==> src/rtl/trace_chk_pkg.sv <==
// Shared types for the writeback-trace checker: result enums and the commit record.
package trace_chk_pkg;

  typedef enum logic [1:0] {
    RUN  = 2'd0,
    PASS = 2'd1,
    FAIL = 2'd2
  } status_t;

  typedef enum logic [1:0] {
    NONE     = 2'd0,
    MISMATCH = 2'd1,
    OVERFLOW = 2'd2
  } err_t;

  typedef struct packed {
    logic [31:0] pc;
    logic [4:0]  waddr;
    logic [31:0] wdata;
  } commit_t;

endpackage

==> src/rtl/trace_fifo.sv <==
// Synchronous FIFO of commit records; pointers carry one extra wrap bit so
// full and empty are told apart without a separate occupancy counter.
module trace_fifo
  import trace_chk_pkg::*;
#(
  parameter int DEPTH = 8
) (
  input  logic    clock,
  input  logic    reset,
  input  logic    push,
  input  logic    pop,
  input  commit_t din,
  output commit_t dout,
  output logic    full,
  output logic    empty
);

  localparam int AW = $clog2(DEPTH);
  localparam logic [AW:0] PTR_ONE = {{AW{1'b0}}, 1'b1};

  commit_t     r_mem [DEPTH];
  logic [AW:0] r_wr_ptr;
  logic [AW:0] r_rd_ptr;
  logic        w_do_push;
  logic        w_do_pop;

  assign empty = (r_wr_ptr == r_rd_ptr);
  assign full  = (r_wr_ptr[AW] != r_rd_ptr[AW]) &&
                 (r_wr_ptr[AW-1:0] == r_rd_ptr[AW-1:0]);

  // A push into a full FIFO is legal only when the head leaves in the same cycle.
  assign w_do_push = push && (!full || pop);
  assign w_do_pop  = pop && !empty;

  assign dout = r_mem[r_rd_ptr[AW-1:0]];

  always_ff @(posedge clock or posedge reset) begin
    if (reset) begin
      r_wr_ptr <= '0;
      r_rd_ptr <= '0;
    end else begin
      if (w_do_push) r_wr_ptr <= r_wr_ptr + PTR_ONE;
      if (w_do_pop)  r_rd_ptr <= r_rd_ptr + PTR_ONE;
    end
  end

  // NOTE: storage has no reset; the pointers alone decide which slots hold live data.
  always_ff @(posedge clock) begin
    if (w_do_push) r_mem[r_wr_ptr[AW-1:0]] <= din;
  end

endmodule

==> config.mk <==
export PLATFORM = sky130hd
export DESIGN_NAME = trace_fifo
export DESIGN_NICKNAME = d
export VERILOG_FILES = /design/src/rtl/trace_chk_pkg.sv /design/src/rtl/trace_fifo.sv
export SDC_FILE = /design/constraint.sdc
export NUM_CORES = 1
export LEC_CHECK = 0
export ABC_AREA = 1
export CORE_MARGIN = 2
export CORE_UTILIZATION = 60
export DETAILED_ROUTE_END_ITERATION = 6
export PLACE_DENSITY = 0.81
export SLEW_MARGIN = 20
export SYNTH_ARGS = -nofsm -noshare
export SYNTH_HDL_FRONTEND = slang
export SYNTH_SLANG_ARGS = --single-unit
==> constraint.sdc <==
create_clock -name clock -period 10.3 [get_ports clock]
set_input_delay 1.545 -clock clock [delete_from_list [all_inputs] [get_ports clock]]
set_output_delay 1.545 -clock clock [all_outputs]
set_load 0.01 [all_outputs]
### Word level (Yosys, flattened, before mapping)

Memories as Yosys holds them, arrays and structs flattened.
Cells that the tools add are included.

| word-level totals | value |
|---|---|
| flip-flop bits (word level) | 8 |
| RAM bits | 552 |
| output and inout port bits | 71 |
| logic and storage cells | 16 |
| memories kept | 1 |

Memory list:

| memory | words | bits a word | rd ports | clocked after Yosys merged registers in | wr ports | RTL line | text |
|---|---|---|---|---|---|---|---|
| r_mem | 8 | 69 | 1 | 0 | 1 | trace_fifo.sv:21 | `commit_t r_mem [DEPTH];` |

| operators by class | value |
|---|---|
| add/subtract/negate cells | 2 |
| eq/ne operators | 3 |
| mux-type cells | 2 |
| reductions and logical operators | 6 |

Operator list:

| kind | count |
|---|---|
| 4-bit by 1-bit adder with 4-bit output (second input constant) | 2 |
| 4-bit == test | 1 |
| 3-bit == test | 1 |
| 1-bit logical AND | 3 |
| 1-bit logical NOT | 2 |
| 1-bit two-way mux | 2 |
| 1-bit logical OR | 1 |
| 1-bit != test | 1 |

### Longest topological paths before layout

Gate-level depths: netlist (run 1).

| logic depth | value |
|---|---|
| depth in word-level cells | 7 |
| depth in mapped cells | 10 |
| gate-level depth less buffers | 8 |

### Worst setup path before layout (run 1)

OpenSTA, ideal clock, no wires.

| timing path | value |
|---|---|
| path kind | in2reg |
| start | input pop |
| end | memory r_mem[2][0] (netlist bit), enable pin |
| arrival time | 4.739 ns |
| setup slack | 5.064 ns |
| stages | 4 |
| path buffers | 0 |
| cell sequence | inv_1 nand4_4 nand3_1 nor2_1 |

| on the way | value |
|---|---|
| cells in the longest elaborated chain, start to end | 4 |

Ends and longest elaborated chain:

| what | RTL line | text |
|---|---|---|
| start, declared | trace_fifo.sv:11 | `input logic pop,` |
| 1-bit logical OR | trace_fifo.sv:32 | `assign w_do_push = push && (!full \|\| pop);` |
| 1-bit logical AND | trace_fifo.sv:32 |  |
| 1-bit two-way mux | trace_fifo.sv:49 | `if (w_do_push) r_mem[r_wr_ptr[AW-1:0]] <= din;` |
| 1-bit two-way mux (implied by the code) | trace_fifo.sv:49 |  |
| end, declared | trace_fifo.sv:21 |  |

No other way between the ends.

### Worst setup path in the final report (run 1)

| timing path | value |
|---|---|
| start | register r_rd_ptr[1] |
| end | output empty |

| on the way | value |
|---|---|
| cells in the longest elaborated chain, start to end | 1 |

Ends and longest elaborated chain:

| what | RTL line | text |
|---|---|---|
| start, declared | trace_fifo.sv:23 | `logic [AW:0] r_rd_ptr;` |
| start signal, assigned | trace_fifo.sv:43 | `if (w_do_pop) r_rd_ptr <= r_rd_ptr + PTR_ONE;` |
| 4-bit == test | trace_fifo.sv:27 | `assign empty = (r_wr_ptr == r_rd_ptr);` |
| end, declared | trace_fifo.sv:15 | `output logic empty` |

No other way between the ends.

==> results of run 1 <==
==> worst max-delay path, stage by stage, from the launching register on <==
cell	delay, ns
dfrtp_4	0.90
clkinv_2	0.94
buf_4	0.69
nand2_1	0.15
nand2_1	0.10
nor2_4	0.17
nand3_2	0.16
inv_1	0.09
clkdlybuf4s50_1	0.53
==> sequential cells by signal, summed over array words and instances (netlist names) <==
register / count
r_wr_ptr: 4
r_mem: 552
r_rd_ptr: 4
==> through the flow <==
step / cell area [um2] / instances / setup WS, ns / utilization, %
finish: 25000 / 2249 / 4.38 / 70.1
floorplan: 21800 / 1638 / 5.06 / -
detailed placement: 23400 / 2153 / 4.65 / 65.7
global route: 25000 / 2249 / 4.16 / 70.1
CTS: 25000 / 2247 / 4.08 / 70.1
global placement: 23400 / 2153 / 4.74 / 65.7
==> cells by family after synthesis <==
family / count (synthesis) / synth area share [%]
AOI/OAI and AO/OA: 415 / 10.3
xor gates and xnor gates: 5 / 0.201
adders and majority gates: 2 / 0.115
and+or+nand+nor: 537 / 9.49
DFF: 560 / 77.0
buffers and inverters: 119 / 2.91
==> power by group through the flow <==
stage | clock [W] | sequential, W | combinational (W)
after floorplan | 0 | 0.00297 | 0.00162
final | 0.00178 | 0.00302 | 0.00251
after detailed placement | 0 | 0.00307 | 0.00250
after global routing | 0.00188 | 0.00305 | 0.00276
after global placement | 0 | 0.00305 | 0.00242
after CTS | 0.00179 | 0.00302 | 0.00252
==> layer usage <==
| metal | up-vias | wire, um |
|---|---|---|
| met5 | - | 12 |
| met3 | 83 | 3940 |
| met1 | 6682 | 18900 |
| met4 | 2 | 1110 |
| met2 | 612 | 23700 |
| li1 | 6210 | - |
==> layout by cell type (no fill, tap or decap), types with 3 or more instances in the layout <==
cell type        synthesis  routed
edfxtp_1               552     552
nor2_1                 286     279
nand2_1                236     236
o21ai_0                225     225
clkdlybuf4s50_1          0     143
o22ai_1                138     138
clkbuf_16                0      53
o21ai_1                 52      52
buf_4                    5      17
clkinv_1                 1      16
clkbuf_1                49      13
nand3_1                 10      10
clkinv_2                 0       8
inv_1                    9       8
nor2_4                   1       8
dfrtp_1                  8       5
xnor2_1                  3       3
==> path summary, 6_finish.rpt <==
kind                        startpoint            to  slack, ns
max                        r_rd_ptr[1]         empty       4.38
min                        r_wr_ptr[3]   r_wr_ptr[3]       0.53
min in group asynchronous        reset   r_wr_ptr[1]       1.22
min reg2reg                r_wr_ptr[3]   r_wr_ptr[3]       0.53
max in group asynchronous        reset   r_rd_ptr[1]       8.79
max reg2reg                r_rd_ptr[0]  r_mem[6][11]       5.03
==> final cells by class <==
type	count	area, um2
Inverter	12	55.1
Sequential cell	560	16800
Clock inverter	28	199
Timing Repair Buffer	161	1570
Clock buffer	66	1380
Tap cell	461	577
Multi-Input combinational cell	959	4440
Fill cell	2355	10600
Antenna cell	2	5.00
==> metrics, run 1 <==
Psw=0.00255 W; Worst EP arrival=about 4.4 ns; GRT Total Usage=approximately 25%; Synth Register Bits=560; Hold-fix buffers, CTS=0; Peak VDD IR=0.212 mV; Avg Cell Area, Syn=13.3 um2; Final period util=57.5%; cell with the most instances after synthesis=edfxtp_1; CTS resizes=0; largest fanout on the critical path=around 80; CP endpoint kind=primary output; vias per inst=6.04; Ys Warns=0; via count=approximately 14000; first-pass GRT wire length=74700 um; WP data required=~8.8 ns; Rows=a little under 70; io pins=~140; hold slack=around 0.53 ns; Layout Area Growth over Synthesis=14.7%; Max Clk Rate=between 150 and 200 MHz; height of the die=approximately 190 um; CP Launch Type=flop; count of flip-flops with a built-in enable after synthesis=approximately 550; outcome=finished, final reports clean; Pre-antenna DRT Iters=5; Num CTS Buffers=between 50 and 60; post-CTS setup buffer count=0; sequential share of power=~41%; layout cells sized above 1=5.71%; Net Count, Synth=1713; Comb pwr share=34.3%; Most Crowded Layer GR=met2; final hold violations=0; Die Footprint=~38000 um2; Final Max Slew Viols=0; Reg clk slew, reported paths=~0.060 ns; Post-route DRC=0; cell taking the most area after synthesis=edfxtp_1; Synth area leaders=edfxtp_1 (76%), o21ai_0 (5.2%), nor2_1 (4.9%); Cell variety after synth=27; RSZ-0062 raised after global routing=false; pin count of the biggest net entering global routing=between 150 and 200; Leak=~8.4 nW; Detailed Route WL=47700 um; vias in the first global route=~14000; final setup vio count=0; met3 Track Usage GR=a little over 4%; Hold Path Stages=2; worst slew pin tran=1.13 ns; Clock Latency Late Sink=0.59 ns; asr flop ratio synth=under 10%; hold crit path type=reg -> reg; Port Buffer Count=143; Core Area=between 30000 and 40000 um2; Clock Skews=between 0.02 and 0.025 ns; M2 GR Usage=between 40% and 50%; Max Root-Sink Buffers=3; Int Power=between 0.004 and 0.005 W; Max-cap violations=0; Root Buffer=clkbuf_16; detailed-placement wirelength estimate=23400 um; Gate Count Post-Synth=approximately 1600; Synth top area share=between 70% and 80%; CTS tree=yes; DR WL/cell=between 20 and 25 um; Final min period=5.92 ns; htree depth=2; FF-to-FF path depth=9; grt met1 use=between 30% and 40%; Fin Setup TNS=0 ns; post-synthesis cell area=approximately 22000 um2; Post-synth top cells=edfxtp_1 (552), nor2_1 (286), nand2_1 (236); initial cell density of the core=around 60%; total gr overflow=0; critical path type=reg -> out; pwr/cell area=between 200 and 300 nW/um2; Primary FF master, synth=edfxtp_1; Antenna Nets Post-Route=0; sw frac=between 30% and 40%; CTS Sinks=560; initial antenna violation count=3; headroom to the max-slew limit=about a quarter; Initial DRC Count=about 1400; total power=0.00731 W; clock share of power=24.3%; sequential area share after synthesis=between 70% and 80%; die width=around 190 um; Nets=1822; GP Congestion=roughly 0.8
Note: power is estimated with default switching activity, not from simulation.
==> inputs of run 2 (changes only) <==
- CORE_UTILIZATION: 60 -> 59
- PLACE_DENSITY: 0.81 -> 0.8
- clock period: 10.3 -> 5.8 ns (I/O delays scaled with it)
==> run 2 against run 1 <==
- first-iteration DRC count is 20% higher
- largest cell class unchanged
- hold slack worse by 0.0059 ns
- critical path type unchanged
- clock power is 90% higher
- global-route usage is 0.40 points higher
- sequential share of layout area is 0.76 points lower
- die area is 1.7% higher
- total power is 82% higher
- cell area is 1.2% higher
- core utilization is 0.87 points lower
- cell count is 0.67% higher
==> metrics, run 2 (synthesis results as in run 1) <==
outcome=finished, final reports clean; Detailed Route WL=49700 um (+4.2%); Final period util=between 70 and 80%; Nets=1828 (+0.33%); largest fanout on the critical path=90 (+14%); Num CTS Buffers=55 (+3.8%); Clock Skews=0.0166 ns (-0.00674 ns); CP bufs+invs=2 (-2); Crit path max-delay family=buffers and inverters; total gr overflow=0 (unchanged); final worst slack=1.24 ns (-3.13 ns); initial antenna violation count=2 (-1); vias in the first global route=13900 (+1.9%); io pins=144 (unchanged); Leak=8.50 nW (+1.6%); CTS tree=yes; height of the die=196 um (+0.83%); initial cell density of the core=59.7% (-1.5 points); hold crit path type=reg -> reg; DR WL/cell=22.0 um (+3.5%); Fin Setup TNS=0 ns (unchanged); Port Buffer Count=143 (unchanged); pin count of the biggest net entering global routing=281 (+67%); Worst EP arrival=3.69 ns (-0.69 ns); Clock Latency Late Sink=0.58 ns (about the same); dpl cell area=23500 um2 (+0.44%); CP max stage cell=buf_4; via count=13900 (+2.2%); Initial DRC Count=1628 (+20%); Pre-antenna DRT Iters=5 (unchanged); pwr/cell area=527 nW/um2 (+80%); fill count=2372 (+0.72%); CP dominant cell by count=nand2_1; CP endpoint kind=primary output; Reg clk slew, reported paths=0.06 ns (about the same); Max-cap violations=0 (unchanged); GP Congestion=0.760 (-5.7%); Die Footprint=38500 um2 (+1.7%); WP data required=4.93 ns (-3.83 ns); headroom to the max-slew limit=28.5% (+3.8 points); detailed-placement wirelength estimate=25700 um (+9.8%); post-CTS setup buffer count=0 (unchanged); Layout Area Growth over Synthesis=16.0%; worst slew pin tran=1.07 ns (-0.0565 ns); Antenna Nets Post-Route=0 (unchanged); CTS resizes=0 (unchanged); most common cell after layout, fill and taps aside=edfxtp_1; first-pass GRT wire length=76300 um (+2.1%); final setup vio count=0 (unchanged); Core Area=36500 um2 (+2.4%); die width=196 um (+0.83%); pre-CTS WS=1.90 ns (-2.75 ns); most frequent cells in the layout=edfxtp_1 (552), nor2_1 (279), nand2_1 (236); vias per inst=6.13 (+1.5%); CP peak stage delay=0.86 ns (-0.08 ns); Rows=70 (+1.4%); Max Clk Rate=219 MHz; RSZ-0062 raised after global routing=false; crit-path cells=buf_4 -> o21ai_0 -> o22ai_1 -> nand2_1 -> nand2_1 -> clkdlybuf4s50_1; max reg flops=552 (unchanged); Peak VDD IR=0.407 mV (+92%); multi-input logic area=4440 um2 (unchanged); design area=25300 um2 (+1.2%); Hold-fix buffers, CTS=0 (unchanged); FF+latch area=16800 um2 (about the same); htree depth=2 (unchanged); final hold violations=0 (unchanged); layout cells sized above 1=6.80% (+1.1 points); CTS Sinks=560 (unchanged); Post-route DRC=0 (unchanged); CP Launch Type=flop; GRT Total Usage=25.8% (+0.40 points); Max Root-Sink Buffers=3 (unchanged); critical path type=reg -> out; Root Buffer=clkbuf_16; Final min period=4.56 ns; Final Max Slew Viols=0 (unchanged)
==> run 2: per-layer routing <==
layer,wire length [um],vias up,track usage (%)
met2,24500,700,43.0
met3,4380,106,4.52
li1,-,6237,-
met4,1270,0,9.60
met1,19600,6840,34.5
met5,0,-,0
==> run 2: worst register-to-register path, delay by kind of cell, from the launching register on <==
kind	cells	cell delay, ns
buffers and inverters	2	1.34
and+or+nand+nor	6	1.33
DFF	1	0.71
==> run 2: per-stage QoR <==
stage	cells	power (W)	hold WS [ns]	util [%]
4_1_cts	2260	0.0133	0.522	69.1
2_1_floorplan	1638	0.00815	0.481	-
3_3_place_gp	2162	0.00980	0.500	64.4
6_report	2264	0.0133	0.524	69.3
3_5_place_dp	2162	0.00994	0.510	64.4
5_1_grt	2264	0.0140	0.549	69.3
==> run 2: worst paths after layout <==
| path | start | slack, ns | to | depth (start not counted) |
|---|---|---|---|---|
| setup / recovery | r_rd_ptr[1] | 1.24 | dout[57] | 6 |
| max in group asynchronous | reset | 4.83 | r_rd_ptr[2] | 2 |
| setup reg to reg | r_rd_ptr[1] | 2.01 | r_mem[6][47] | 8 |
| hold reg to reg | r_wr_ptr[3] | 0.52 | r_wr_ptr[3] | 2 |
| min in group asynchronous | reset | 0.69 | r_wr_ptr[0] | 2 |
| hold / removal | r_wr_ptr[3] | 0.52 | r_wr_ptr[3] | 2 |
==> run 2: report_power, final <==
part / total [W] / switching (W) / internal (W)
Sequential: 0.00527 / 0.000230 / 0.00504
Clock: 0.00338 / 0.00145 / 0.00193
Combinational: 0.00468 / 0.00297 / 0.00170
==> run 2: final cells by class <==
class,instances,share of cell area [%]
flip-flops and latches,560,66.4
multi-input cells,959,17.6
repair buffers,165,6.77
clock buffers,76,6.07
well taps,468,2.31
clock inverters,22,0.697
inverters,12,0.213
diodes,2,0.0198
==> inputs of run 3 (changes only) <==
- clock period: 5.8 -> 4.5 ns (I/O delays scaled with it)
==> run 3 against run 2 <==
- clock skew is 0.00073 ns lower
- cell area decreased by 0.17%
- global-route usage down 0.56 points
- sequential share of layout area up 0.11 points
- via count decreased by 0.45%
- non-clock buffer count rose by 10
- first-iteration DRC count is 14% lower
- flip-flop and latch count unchanged
- sequential power up 27%
- combinational power grew 32%
==> metrics, run 3 (synthesis results as in run 1) <==
outcome=finished, final reports clean; dpl cell area=23600 um2 (+0.51%); height of the die=196 um (unchanged); post-CTS setup buffer count=0 (unchanged); Post-route DRC=0 (unchanged); Leak=8.47 nW (-0.30%); Nets=1836 (+0.44%); Crit path max-delay family=buffers and inverters; CP max stage cell=inv_6; worst slew pin tran=1.02 ns (-0.0497 ns); total power=0.0170 W (+27%); Max-cap violations=0 (unchanged); GP Congestion=0.767 (+1.0%); Register-to-Register Setup Slack=1.27 ns (-0.74 ns); initial antenna violation count=4 (+2); Final Max Slew Viols=0 (unchanged); total gr overflow=0 (unchanged); fill count=2364 (-0.34%); WP data required=3.83 ns (-1.10 ns); Max Clk Rate=around 250 MHz; Peak VDD IR=0.461 mV (+13%); Antenna Nets Post-Route=0 (unchanged); Pre-antenna DRT Iters=5 (unchanged); placed cell count=2173 (+0.51%); Finished Core Util=69.1% (-0.12 points); Final min period=3.99 ns; via count=13800 (-0.45%); CTS resizes=0 (unchanged); CTS tree=yes; final hold violations=0 (unchanged); most common cell after layout, fill and taps aside=edfxtp_1; GRT Total Usage=25.2% (-0.56 points); final worst slack=0.507 ns (-0.734 ns); Layout Area Growth over Synthesis=15.8%; CP bufs+invs=3 (+1); detailed-placement wirelength estimate=25600 um (-0.56%); hold crit path type=in -> async; Clock Latency Late Sink=0.59 ns (about the same); Hold-fix buffers, CTS=0 (unchanged); Worst EP arrival=3.32 ns (-0.37 ns); FF-to-FF path depth=9 (+1); crit-path cells=inv_6 -> buf_4 -> o21ai_0 -> o22ai_1 -> nand2_1 -> nand2_1 -> clkdlybuf4s50_1; Max Root-Sink Buffers=3 (unchanged); pre-CTS WS=1.13 ns (-0.772 ns); DR WL/cell=21.5 um (-1.9%); Rows=70 (unchanged); htree depth=2 (unchanged); die width=196 um (unchanged); RSZ-0062 raised after global routing=false; Initial DRC Count=1407 (-14%); Core Area=36500 um2 (unchanged); Die Footprint=38500 um2 (unchanged); design area=25300 um2 (-0.17%); Port Buffer Count=143 (unchanged); pwr/cell area=671 nW/um2 (+27%); vias in the first global route=13600 (-2.1%); first-pass GRT wire length=74700 um (-2.1%); Detailed Route WL=48900 um (-1.6%); pin count of the biggest net entering global routing=281 (unchanged); largest fanout on the critical path=113 (+26%); CP dominant cell by count=nand2_1; Final period util=~90%; CP endpoint kind=primary output; FF-to-FF Start=r_rd_ptr[1]; io pins=144 (unchanged); most frequent cells in the layout=edfxtp_1 (552), nor2_1 (279), nand2_1 (236); Num CTS Buffers=53 (-3.6%); critical path launch point=r_rd_ptr[0]; max reg flops=552 (unchanged); CP peak stage delay=0.63 ns (-0.23 ns); layout cells sized above 1=6.56% (-0.24 points); non-filler cells, final=2271 (+0.31%); final setup vio count=0 (unchanged); Clock Skews=0.0159 ns (-0.000726 ns); critical path type=reg -> out; CP Launch Type=flop; CTS Sinks=560 (unchanged); Crit path depth=7 (+1); Reg clk slew, reported paths=0.06 ns (about the same); vias per inst=6.09 (-0.76%); headroom to the max-slew limit=31.8% (+3.3 points); Root Buffer=clkbuf_16; reg2reg end=r_mem[6][28]; initial cell density of the core=59.7% (unchanged)
## run 3: worst max path at each step
stage,slack [ns],to
finish,0.51,dout[50]
global route,0.34,dout[11]
CTS,0.51,dout[50]
detailed placement,1.13,dout[50]
global placement,1.23,dout[40]
floorplan,-0.03,r_mem[2][0]
## run 3: metrics by stage
stage | hold WS [ns] | setup TNS [ns]
6_report | 0.345 | 0
5_1_grt | 0.377 | 0
3_5_place_dp | 0.508 | 0
3_3_place_gp | 0.501 | 0
4_1_cts | 0.332 | 0
2_1_floorplan | 0.481 | -5.40
## run 3: power breakdown
part / total [W] / internal, W / leakage [nW] / switching, W
Clock: 0.00409 / 0.00228 / 0.764 / 0.00182
Combinational: 0.00617 / 0.00225 / 2.60 / 0.00393
Sequential: 0.00669 / 0.00650 / 5.11 / 0.000187
## run 3: area by class of cell
class / count / area (um2) / share of cell area [%]
sequential: 560 / 16800 / 66.5
multi-input combinational: 959 / 4440 / 17.6
timing repair buffer: 175 / 1800 / 7.14
clock buffer: 66 / 1380 / 5.45
tap: 468 / 586 / 2.32
clock inverter: 27 / 196 / 0.778
inverter: 12 / 53.8 / 0.213
antenna: 4 / 10.0 / 0.0396
## run 3: metal layers
metal | routed length (um) | track usage, % | vias up
li1 | - | - | 6243
met3 | 3910 | 4.04 | 93
met2 | 24700 | 42.2 | 631
met4 | 1140 | 9.57 | 2
met1 | 19100 | 33.8 | 6851
met5 | 15 | 0 | -
## run 3: worst register-to-register path: stages (launching register included)
cell and delay, ns:
dfrtp_4 0.49, inv_4 0.44, buf_12 0.38, nand2_1 0.13, nand2_1 0.11, nor2_4 0.07, nand4_4 0.11, nand3_1 0.32
nor2_4 0.19, buf_4 0.60
